### config.mk
export PLATFORM = sky130hd
export DESIGN_NAME = pkt_mem_writer
export DESIGN_NICKNAME = d
export VERILOG_FILES = /design/src/rtl/pkt_mem_writer.sv
export SDC_FILE = /design/constraint.sdc
export NUM_CORES = 1
export LEC_CHECK = 0
export BUFFER_PORTS_ARGS = -buffer_cell sky130_fd_sc_hd__buf_2
export CORE_ASPECT_RATIO = 1.25
export CORE_UTILIZATION = 45
export CTS_BUF_LIST = sky130_fd_sc_hd__clkbuf_8
export DETAILED_ROUTE_END_ITERATION = 7
export PLACE_DENSITY_LB_ADDON = 0.2
export SETUP_SLACK_MARGIN = 0.5
export SLEW_MARGIN = 10
export SYNTH_ARGS = -nofsm -noshare
export SYNTH_HDL_FRONTEND = slang
export SYNTH_SLANG_ARGS = --single-unit
### constraint.sdc
create_clock -name clock -period 2.1 [get_ports clock]
set_input_delay 0.42 -clock clock [delete_from_list [all_inputs] [get_ports clock]]
set_output_delay 0.42 -clock clock [all_outputs]
set_load 0.1 [all_outputs]
### src/rtl/pkt_mem_writer.sv
// Packet ring writer: streams header+payload flits into a RAM ring via port A, commits wr_ptr at packet ends.
// Latency: a flit accepted in cycle t is written (enable/write/address/data) in cycle t+1; done/drop pulses align with it.
// Backpressure: flit_ready_out is low when the ring is full (HEADER/PAYLOAD); DROP always accepts; never depends on valid.
// Ports:
//   clock, reset_n                     - rising-edge clock, async active-low reset
//   flit_valid_in/flit_data_in/ready   - upstream flit handshake; header bits[15:0] = payload length N
//   rd_ptr_in                          - consumer read offset, used only for the full check
//   mem_enable/write/address/data_out  - registered RAM port A write
//   wr_ptr_out                         - committed write offset (end of last complete packet)
//   pkt_done/start/len_out             - completion pulse plus header offset and length of that packet
//   pkt_drop_out                       - pulse when an oversize packet has been fully drained
module pkt_mem_writer #(
  parameter int MEMORY_BUS_WIDTH = 32,
  parameter int BASE_ADDR        = 0,
  parameter int BUFFER_WORDS     = 16
) (
  input  logic                              clock,
  input  logic                              reset_n,
  input  logic                              flit_valid_in,
  input  logic [MEMORY_BUS_WIDTH-1:0]       flit_data_in,
  output logic                              flit_ready_out,
  input  logic [$clog2(BUFFER_WORDS)-1:0]   rd_ptr_in,
  output logic                              mem_enable_out,
  output logic                              mem_write_out,
  output logic [MEMORY_BUS_WIDTH-3:0]       mem_address_out,
  output logic [MEMORY_BUS_WIDTH-1:0]       mem_data_out,
  output logic [$clog2(BUFFER_WORDS)-1:0]   wr_ptr_out,
  output logic                              pkt_done_out,
  output logic [$clog2(BUFFER_WORDS)-1:0]   pkt_start_out,
  output logic [15:0]                       pkt_len_out,
  output logic                              pkt_drop_out
);

  localparam int PW = $clog2(BUFFER_WORDS);
  localparam int AW = MEMORY_BUS_WIDTH - 2;
  localparam logic [AW-1:0] ADDR_BASE = AW'(BASE_ADDR);
  localparam logic [PW-1:0] LAST_SLOT = PW'(BUFFER_WORDS - 1);
  // Largest header+payload that fits, given one slot always stays empty.
  localparam logic [16:0]   MAX_PKT_WORDS = 17'(BUFFER_WORDS - 1);

  typedef enum logic [1:0] {ST_HEADER, ST_PAYLOAD, ST_DROP} state_t;

  state_t        state_q, state_d;
  logic [PW-1:0] live_ptr_q;
  logic [15:0]   remaining_q;
  logic [PW-1:0] cur_start_q;
  logic [15:0]   cur_len_q;

  logic          full;
  logic          ready_int;
  logic          accept;
  logic [15:0]   hdr_len;
  logic          oversize;
  logic          write_flit;
  logic          last_word;
  logic          drop_last;

  function automatic logic [PW-1:0] ptr_inc(input logic [PW-1:0] p);
    return (p == LAST_SLOT) ? '0 : p + PW'(1);
  endfunction

  assign full     = (ptr_inc(live_ptr_q) == rd_ptr_in);
  assign hdr_len  = flit_data_in[15:0];
  assign oversize = ({1'b0, hdr_len} + 17'd1) > MAX_PKT_WORDS;
  // Reset forces ready low so every output reads 0 while reset_n is held.
  assign flit_ready_out = reset_n & ready_int;
  assign accept   = flit_valid_in & flit_ready_out;

  // State register
  always_ff @(posedge clock or negedge reset_n) begin
    if (!reset_n) state_q <= ST_HEADER;
    else          state_q <= state_d;
  end

  // Next-state logic
  always_comb begin
    state_d = state_q;
    case (state_q)
      ST_HEADER: begin
        if (accept) begin
          if (oversize)           state_d = ST_DROP;
          else if (hdr_len != '0) state_d = ST_PAYLOAD;
        end
      end
      ST_PAYLOAD: if (accept && remaining_q == 16'd1) state_d = ST_HEADER;
      ST_DROP:    if (accept && remaining_q == 16'd1) state_d = ST_HEADER;
      default:    state_d = ST_HEADER;
    endcase
  end

  // Output / control decode
  always_comb begin
    ready_int  = 1'b0;
    write_flit = 1'b0;
    last_word  = 1'b0;
    drop_last  = 1'b0;
    case (state_q)
      ST_HEADER: begin
        ready_int  = !full;
        write_flit = accept && !oversize;
        last_word  = accept && !oversize && (hdr_len == '0);
      end
      ST_PAYLOAD: begin
        ready_int  = !full;
        write_flit = accept;
        last_word  = accept && (remaining_q == 16'd1);
      end
      ST_DROP: begin
        // Draining never touches the ring, so the full check does not apply.
        ready_int  = 1'b1;
        drop_last  = accept && (remaining_q == 16'd1);
      end
      default: ready_int = 1'b0;
    endcase
  end

  // Datapath: write port, pointers and packet bookkeeping
  always_ff @(posedge clock or negedge reset_n) begin
    if (!reset_n) begin
      live_ptr_q      <= '0;
      remaining_q     <= '0;
      cur_start_q     <= '0;
      cur_len_q       <= '0;
      mem_enable_out  <= 1'b0;
      mem_write_out   <= 1'b0;
      mem_address_out <= '0;
      mem_data_out    <= '0;
      wr_ptr_out      <= '0;
      pkt_done_out    <= 1'b0;
      pkt_start_out   <= '0;
      pkt_len_out     <= '0;
      pkt_drop_out    <= 1'b0;
    end else begin
      mem_enable_out <= write_flit;
      mem_write_out  <= write_flit;
      pkt_done_out   <= last_word;
      pkt_drop_out   <= drop_last;

      if (write_flit) begin
        mem_address_out <= ADDR_BASE + AW'(live_ptr_q);
        mem_data_out    <= flit_data_in;
        live_ptr_q      <= ptr_inc(live_ptr_q);
      end

      if (accept && state_q == ST_HEADER) begin
        cur_start_q <= live_ptr_q;
        cur_len_q   <= hdr_len;
        remaining_q <= hdr_len;
      end else if (accept) begin
        remaining_q <= remaining_q - 16'd1;
      end

      // A header-only packet completes in the same cycle it is accepted,
      // so its start/len come straight from the header, not the saved copy.
      if (last_word) begin
        wr_ptr_out    <= ptr_inc(live_ptr_q);
        pkt_start_out <= (state_q == ST_HEADER) ? live_ptr_q : cur_start_q;
        pkt_len_out   <= (state_q == ST_HEADER) ? 16'd0 : cur_len_q;
      end
    end
  end

endmodule
==> results.cfg, run 1 <==
[run_status]
outcome = complete, but fails checks
violations = setup timing

[yosys]
yosys-top-cells-area = dfrtp_1 43%, nand2_1 7.5%, a311o_1 4.4%, a32o_1 4.4%, o311a_1 4.2%
ys.flop_type = dfrtp_1
async_flop_share = 1.00
yosysTopAreaCell = dfrtp_1
syn_avg_cell_area_um2 = 9.29
synth_top_cell_area_share = 0.425
synth-edff-count = 0
seq_area_frac_synth = 0.425
synth_area_um2 = 6180
yosysWarnings = 0
synth_cells = 665
yosysUniqueCellTypes = 68
ys_ff_latch = 105

[timing]
rsz0062_at_grt = true
fmax_ghz = 0.391
setup_viol = 106
worst_slack_ns = -0.455
slew_violations = 0
slew_headroom = 0.617
worst_clock_skew_ns = 0.0226
min_period_ns = 2.56
finalCritPeriodShare = 1.22
final_hold_viol_count = 0
worstMarginPinSlew_ns = 0.574
fin_hold_ws_ns = 0.138

[setup_path]
cp.arrival_ns = 2.83
start_kind = register
reg2reg_depth = 10
cp_data_required_time_ns = 2.38
cp-startpoint = live_ptr_q[1]
crit_type = reg2reg
critical_path.max_fanout = 7
rr_startpoint = live_ptr_q[1]
reg2reg_to = mem_data_out[31]
endpoint_kind = register
r2r_setup_slack_ns = -0.46

[detailed_routing]
num_vias = 6225
wl_per_cell_um = 19.9
via_per_inst = 6.07
ant_nets = 0
drt_first_pass_iters = 5
drc_errors = 0
drt_iter0_drc = 396
routed_wirelength_um = 20400

[power]
intPower_uw = 4330
p_per_area_nw_per_um2 = 810
comb_power_share = 0.433
p_leak_uw = 0.00399
switching_share = 0.406
ir_drop_uv = 442
power.switching_uw = 2960
p_clk_frac = 0.200
p_seq_frac = 0.368

[die]
core-area_um2 = 13300
start_util = 0.463
fp-row-count = 47
die_w_um = 107
fp.dieH_um = 133
ios = 130
dieArea_um2 = 14200

[global_route]
overflow = 0
grt_pass1_wl_um = 32600
antenna_found_initial = 0
track_usage = 0.292
grt_max_degree = 106
grt_pass1_vias = 6271

[layout]
syn_to_final_growth_pct = 45.6
drive_gt1_frac = 0.426
final_common_cell = buf_4
nets = 898
antennaDiodeCount = 0
final_cell_mix = 125 x buf_4, 104 x dfrtp_1, 89 x nand2_1
fin_area_um2 = 9000
fin_util = 0.674

[placed_design]
gp_congestion = 0.907
port_buffers = 103
post-dp-hpwl_um = 11800
dpl-instance-area_um2 = 7410

[clock_network]
cts-htree-levels = 3
hold_buffers = 0
clock_sinks = 105
clk_pin_slew_worst_paths_ns = 0.12
insertion_delay_ns = 0.39
cts_tree = yes
cts-root-buf = clkbuf_8
clockBufferDepth = 2
cts_buffers = 9

[min_path]
min_path_type = in2async

[job]
drv_cap = 0
-- how the worst max path moves through the flow --
stage / endpoint / slack [ns] / cells after the start
floorplan: live_ptr_q[1] / -0.25 / 9
global placement: live_ptr_q[1] / -0.41 / 8
detailed placement: mem_data_out[25] / -0.45 / 8
CTS: flit_ready_out / -0.46 / 7
global route: mem_address_out[3] / -0.56 / 10
finish: mem_data_out[31] / -0.46 / 10
-- state kept, by name, indices dropped and copies added, names as in the netlist, 2 cells and up --
register / flops
mem_data_out: 32
cur_len_q: 16
pkt_len_out: 16
remaining_q: 16
cur_start_q: 4
live_ptr_q: 4
mem_address_out: 4
pkt_start_out: 4
wr_ptr_out: 4
state_q: 2
-- through the flow --
step           power [µW]  worst slack, ns  setup TNS (ns)  cells
2_1_floorplan        4410           -0.246          -12.09    690
3_3_place_gp         5060           -0.410          -25.07    961
3_5_place_dp         5140           -0.450          -29.05    961
4_1_cts              7150           -0.463          -33.48   1021
5_1_grt              7670           -0.558          -45.19   1026
6_report             7290           -0.455          -35.10   1026
-- power by group through the flow --
stage | clock network (µW) | logic, µW | registers [µW]
finish | 1460 | 3150 | 2680
global route | 1570 | 3370 | 2720
CTS | 1460 | 3030 | 2660
detailed placement | 0 | 2460 | 2680
global placement | 0 | 2400 | 2660
floorplan | 0 | 1560 | 2850
-- Yosys cell counts, types with 3 or more instances --
cell type	count
a32o_1	27
a22oi_1	6
nand4_1	6
ha_1	9
and4b_1	4
nand2_1	124
dfrtp_1	105
o211ai_1	16
clkbuf_1	43
nand3_1	19
a311o_1	27
mux2i_1	7
buf_2	14
o311ai_0	3
o21ai_0	49
inv_1	12
o311a_1	26
and2_1	3
or3_1	5
nor2_1	22
o2bb2ai_1	7
nor3b_1	3
xnor2_1	3
buf_4	34
mux2_2	5
buf_6	4
a21oi_1	14
nor3_1	13
nor4_1	7
-- critical path, cell delays in order (launching register included) --
cell,delay (ns)
dfrtp_1,0.45
buf_6,0.15
and4b_1,0.20
a311oi_4,0.27
buf_4,0.17
buf_6,0.11
xnor2_4,0.15
o211ai_4,0.14
bufbuf_16,0.30
a32o_1,0.20
a311o_1,0.30
-- layer usage --
metal | share of wire | vias to the layer above | global-route usage
met5 | 0 | - | 0
met4 | 0.030 | 0 | 0.128
met3 | 0.063 | 55 | 0.0542
met2 | 0.52 | 274 | 0.503
met1 | 0.39 | 3080 | 0.354
li1 | - | 2816 | -
-- cell families after synthesis --
kind of cell             Yosys count  share of synthesized area
buffers and inverters            109                     0.0947
adder cells (fa/ha/maj)           10                     0.0198
AO/OA/AOI/OAI                    202                      0.264
flip-flops                       105                      0.425
other                              1                   0.000607
XOR/XNOR                           6                    0.00972
AND/OR/NAND/NOR                  220                      0.166
multiplexers                      12                     0.0204
-- cell type report --
| type | instances | area [µm²] |
|---|---|---|
| repair buffers | 245 | 2390 |
| multi-input cells | 477 | 3500 |
| clock inverters | 7 | 95.1 |
| well taps | 171 | 214 |
| flip-flops and latches | 105 | 2630 |
| inverters | 12 | 50.0 |
| fillers | 1054 | 4350 |
| clock buffers | 9 | 124 |
-- repair_timing --
action	in CTS	in global routing
pin swaps	77	5
cloned	17	0
resized for setup	212	30
buffers inserted	27	5
setup endpoints to repair	146	130
Note: power is estimated with default switching activity, not from simulation.
==> run 2, diff against run 1 <==
--- a/config.mk
+++ b/config.mk
@@ -5,9 +5,10 @@
 export SDC_FILE = /design/constraint.sdc
 export NUM_CORES = 1
 export LEC_CHECK = 0
+export ABC_AREA = 1
 export BUFFER_PORTS_ARGS = -buffer_cell sky130_fd_sc_hd__buf_2
 export CORE_ASPECT_RATIO = 1.25
-export CORE_UTILIZATION = 45
+export CORE_UTILIZATION = 50
 export CTS_BUF_LIST = sky130_fd_sc_hd__clkbuf_8
 export DETAILED_ROUTE_END_ITERATION = 7
 export PLACE_DENSITY_LB_ADDON = 0.2
==> run 2 against run 1 <==
The flow still finishes with violations (setup timing); setup slack better by 0.22 ns; sequential power down 2%; non-clock buffer count down 73; utilization up 7.0 points; total power down 22%; clock-buffer cell count up 2; clock power down 20%; combinational power down 40%; first-iteration DRC count up 7.3%; sequential share of layout area up 4.0 points; flip-flop and latch count unchanged; largest power group is now sequential cells.
==> results.cfg, run 2 <==
[run_status]
outcome = complete, but fails checks
violations = setup timing

[timing]
setup_viol = 105
worstMarginPinSlew_ns = 0.706
slew_violations = 0
slew_headroom = 0.530
rsz0062_at_grt = true
worst_slack_ns = -0.237
min_period_ns = 2.34
final_hold_viol_count = 0
worst_clock_skew_ns = 0.0126
fmax_ghz = 0.428
finalCritPeriodShare = 1.11

[layout]
nets = 905
antennaDiodeCount = 0
final_cell_mix = 160 x nand2_1, 101 x dfrtp_1, 85 x nand2_2
syn_to_final_growth_pct = 44.1
fin_util = 0.744
drive_gt1_frac = 0.415
top_register = mem_data_out
largest_reg_flops = 32
final_common_cell = nand2_1

[min_path]
min_path_type = in2async

[power]
power.switching_uw = 2250
switching_share = 0.395
p_per_area_nw_per_um2 = 718
intPower_uw = 3450
comb_power_share = 0.333
p_leak_uw = 0.00420
ir_drop_uv = 424
p_total_uw = 5700
p_clk_frac = 0.206
p_seq_frac = 0.462

[clock_network]
cts-root-buf = clkbuf_8
cts_buffers = 9
hold_buffers = 0
clockBufferDepth = 2
clk_pin_slew_worst_paths_ns = 0.10
insertion_delay_ns = 0.39
cts_tree = yes
clock_sinks = 105
cts-htree-levels = 3

[global_route]
grt_max_degree = 106
grt_pass1_wl_um = 24400
track_usage = 0.280
antenna_found_initial = 0
overflow = 0
grt_pass1_vias = 4955

[detailed_routing]
ant_nets = 0
drc_errors = 0
wl_per_cell_um = 16.5
routed_wirelength_um = 16400
via_per_inst = 5.43
drt_first_pass_iters = 5
drt_iter0_drc = 425
num_vias = 5390

[die]
core-area_um2 = 10700
fp-row-count = 42
fp.dieH_um = 119
start_util = 0.516
dieArea_um2 = 11400
die_w_um = 95.9
ios = 130

[yosys]
ys.flop_type = dfrtp_1
seq_area_frac_synth = 0.477
yosysTopAreaCell = dfrtp_1
yosysUniqueCellTypes = 31
yosysMostFrequentCell = nand2_1
yosys-top-cells-area = dfrtp_1 48%, nand2_1 18%, nand3_1 8.3%, buf_4 4.2%, inv_1 3.0%
synth_cells = 700
async_flop_share = 1.00
synth-edff-count = 0
yosysWarnings = 0
syn_avg_cell_area_um2 = 7.87
ys_ff_latch = 105
synth_top_cell_area_share = 0.477
synth_area_um2 = 5510
yosys-top-cells-count = 263 x nand2_1, 105 x dfrtp_1, 91 x nand3_1, 44 x inv_1, 38 x nor2_1

[setup_path]
start_kind = register
cp_data_required_time_ns = 2.38
endpoint_kind = register
cp.arrival_ns = 2.62
crit_type = reg2reg
critical_path.max_fanout = 5

[placed_design]
port_buffers = 103
gp_congestion = 0.908
pre_cts_slack_ns = -0.106
post-dp-hpwl_um = 9260

[job]
drv_cap = 0
-- run 2: cell count changes in the layout (fill, tap and decap cells not counted), moves of 18 or more --
cell and change:
clkbuf_4 +18, nand3_1 +47, nand2_1 +71, o311a_1 -26, buf_4 -76, a32o_1 -27, a311o_1 -27, nand2_4 +19
inv_1 +31, o21ai_2 -22, nand2_2 +53, nand3_2 +26
-- run 2: repair_timing --
action,CTS,global route
setup buffers,21,5
resized for setup,93,175
setup endpoints to repair,124,146
pin swaps,9,20
cloned,14,5
-- run 2: per-layer routing --
layer	wire length (µm)	vias up	share of wire	track usage
met5	0	-	0	0
met4	618	0	0.038	0.117
met1	6490	2573	0.40	0.358
met2	8470	233	0.52	0.469
li1	-	2521	-	-
met3	844	63	0.051	0.0383
-- run 2: area by class of cell --
| class | count | area, µm² |
|---|---|---|
| timing repair inverter | 3 | 33.8 |
| sequential | 105 | 2630 |
| clock inverter | 4 | 21.3 |
| inverter | 49 | 214 |
| clock buffer | 11 | 151 |
| timing repair buffer | 172 | 1640 |
| tap | 132 | 165 |
| fill | 758 | 2730 |
| multi-input combinational | 517 | 3080 |
-- run 2: power by group through the flow --
stage / logic [µW] / registers [µW] / clock network, µW
6_report: 1900 / 2630 / 1170
5_1_grt: 2050 / 2670 / 1270
4_1_cts: 1630 / 2570 / 1180
3_5_place_dp: 1460 / 2600 / 0
3_3_place_gp: 1420 / 2590 / 0
2_1_floorplan: 1160 / 2560 / 0
-- run 2: worst paths after layout --
kind,startpoint,cells past startpoint,slack [ns],to
max reg2reg,live_ptr_q[1],20,-0.24,mem_data_out[28]
max,live_ptr_q[1],20,-0.24,mem_data_out[28]
min in group clock,flit_data_in[19],3,0.23,mem_data_out[19]
max in group asynchronous,reset_n,2,1.51,live_ptr_q[0]
min reg2reg,cur_len_q[10],2,0.48,cur_len_q[10]
min,reset_n,2,0.09,pkt_start_out[1]
-- run 2: worst max-delay path: stages (launching register included) --
cell	delay, ns
dfrtp_2	0.43
ha_4	0.18
nand2_4	0.08
inv_2	0.04
nand2_2	0.05
nand2_2	0.06
inv_2	0.06
nand2_2	0.05
nand2_2	0.07
nand3_2	0.10
buf_6	0.13
buf_6	0.10
nand3_4	0.11
inv_8	0.07
nand2_8	0.08
nand2_4	0.08
buf_12	0.14
buf_12	0.13
clkbuf_16	0.15
nand2_4	0.06
nand2_2	0.05
-- run 2: cell families (layout without fill, tap and decap cells) --
family / Yosys count / count (layout) / synth area share
AND/OR/NAND/NOR: 437 / 441 / 0.346
buffers and inverters: 107 / 239 / 0.104
flip-flops: 105 / 105 / 0.477
AO/OA/AOI/OAI: 29 / 29 / 0.0332
XOR/XNOR: 12 / 12 / 0.0191
adder cells (fa/ha/maj): 9 / 9 / 0.0204
other: 1 / 26 / 0.000681
-- run 2: metrics by stage --
step | instance area, µm² | instances | setup TNS (ns) | hold WS, ns
floorplan | 5770 | 725 | 0 | 0.124
global placement | 6310 | 933 | -1.63 | 0.455
detailed placement | 6310 | 933 | -3.67 | 0.458
CTS | 7290 | 983 | -8.85 | 0.154
global route | 7940 | 993 | -26.52 | 0.168
finish | 7940 | 993 | -16.50 | 0.0945
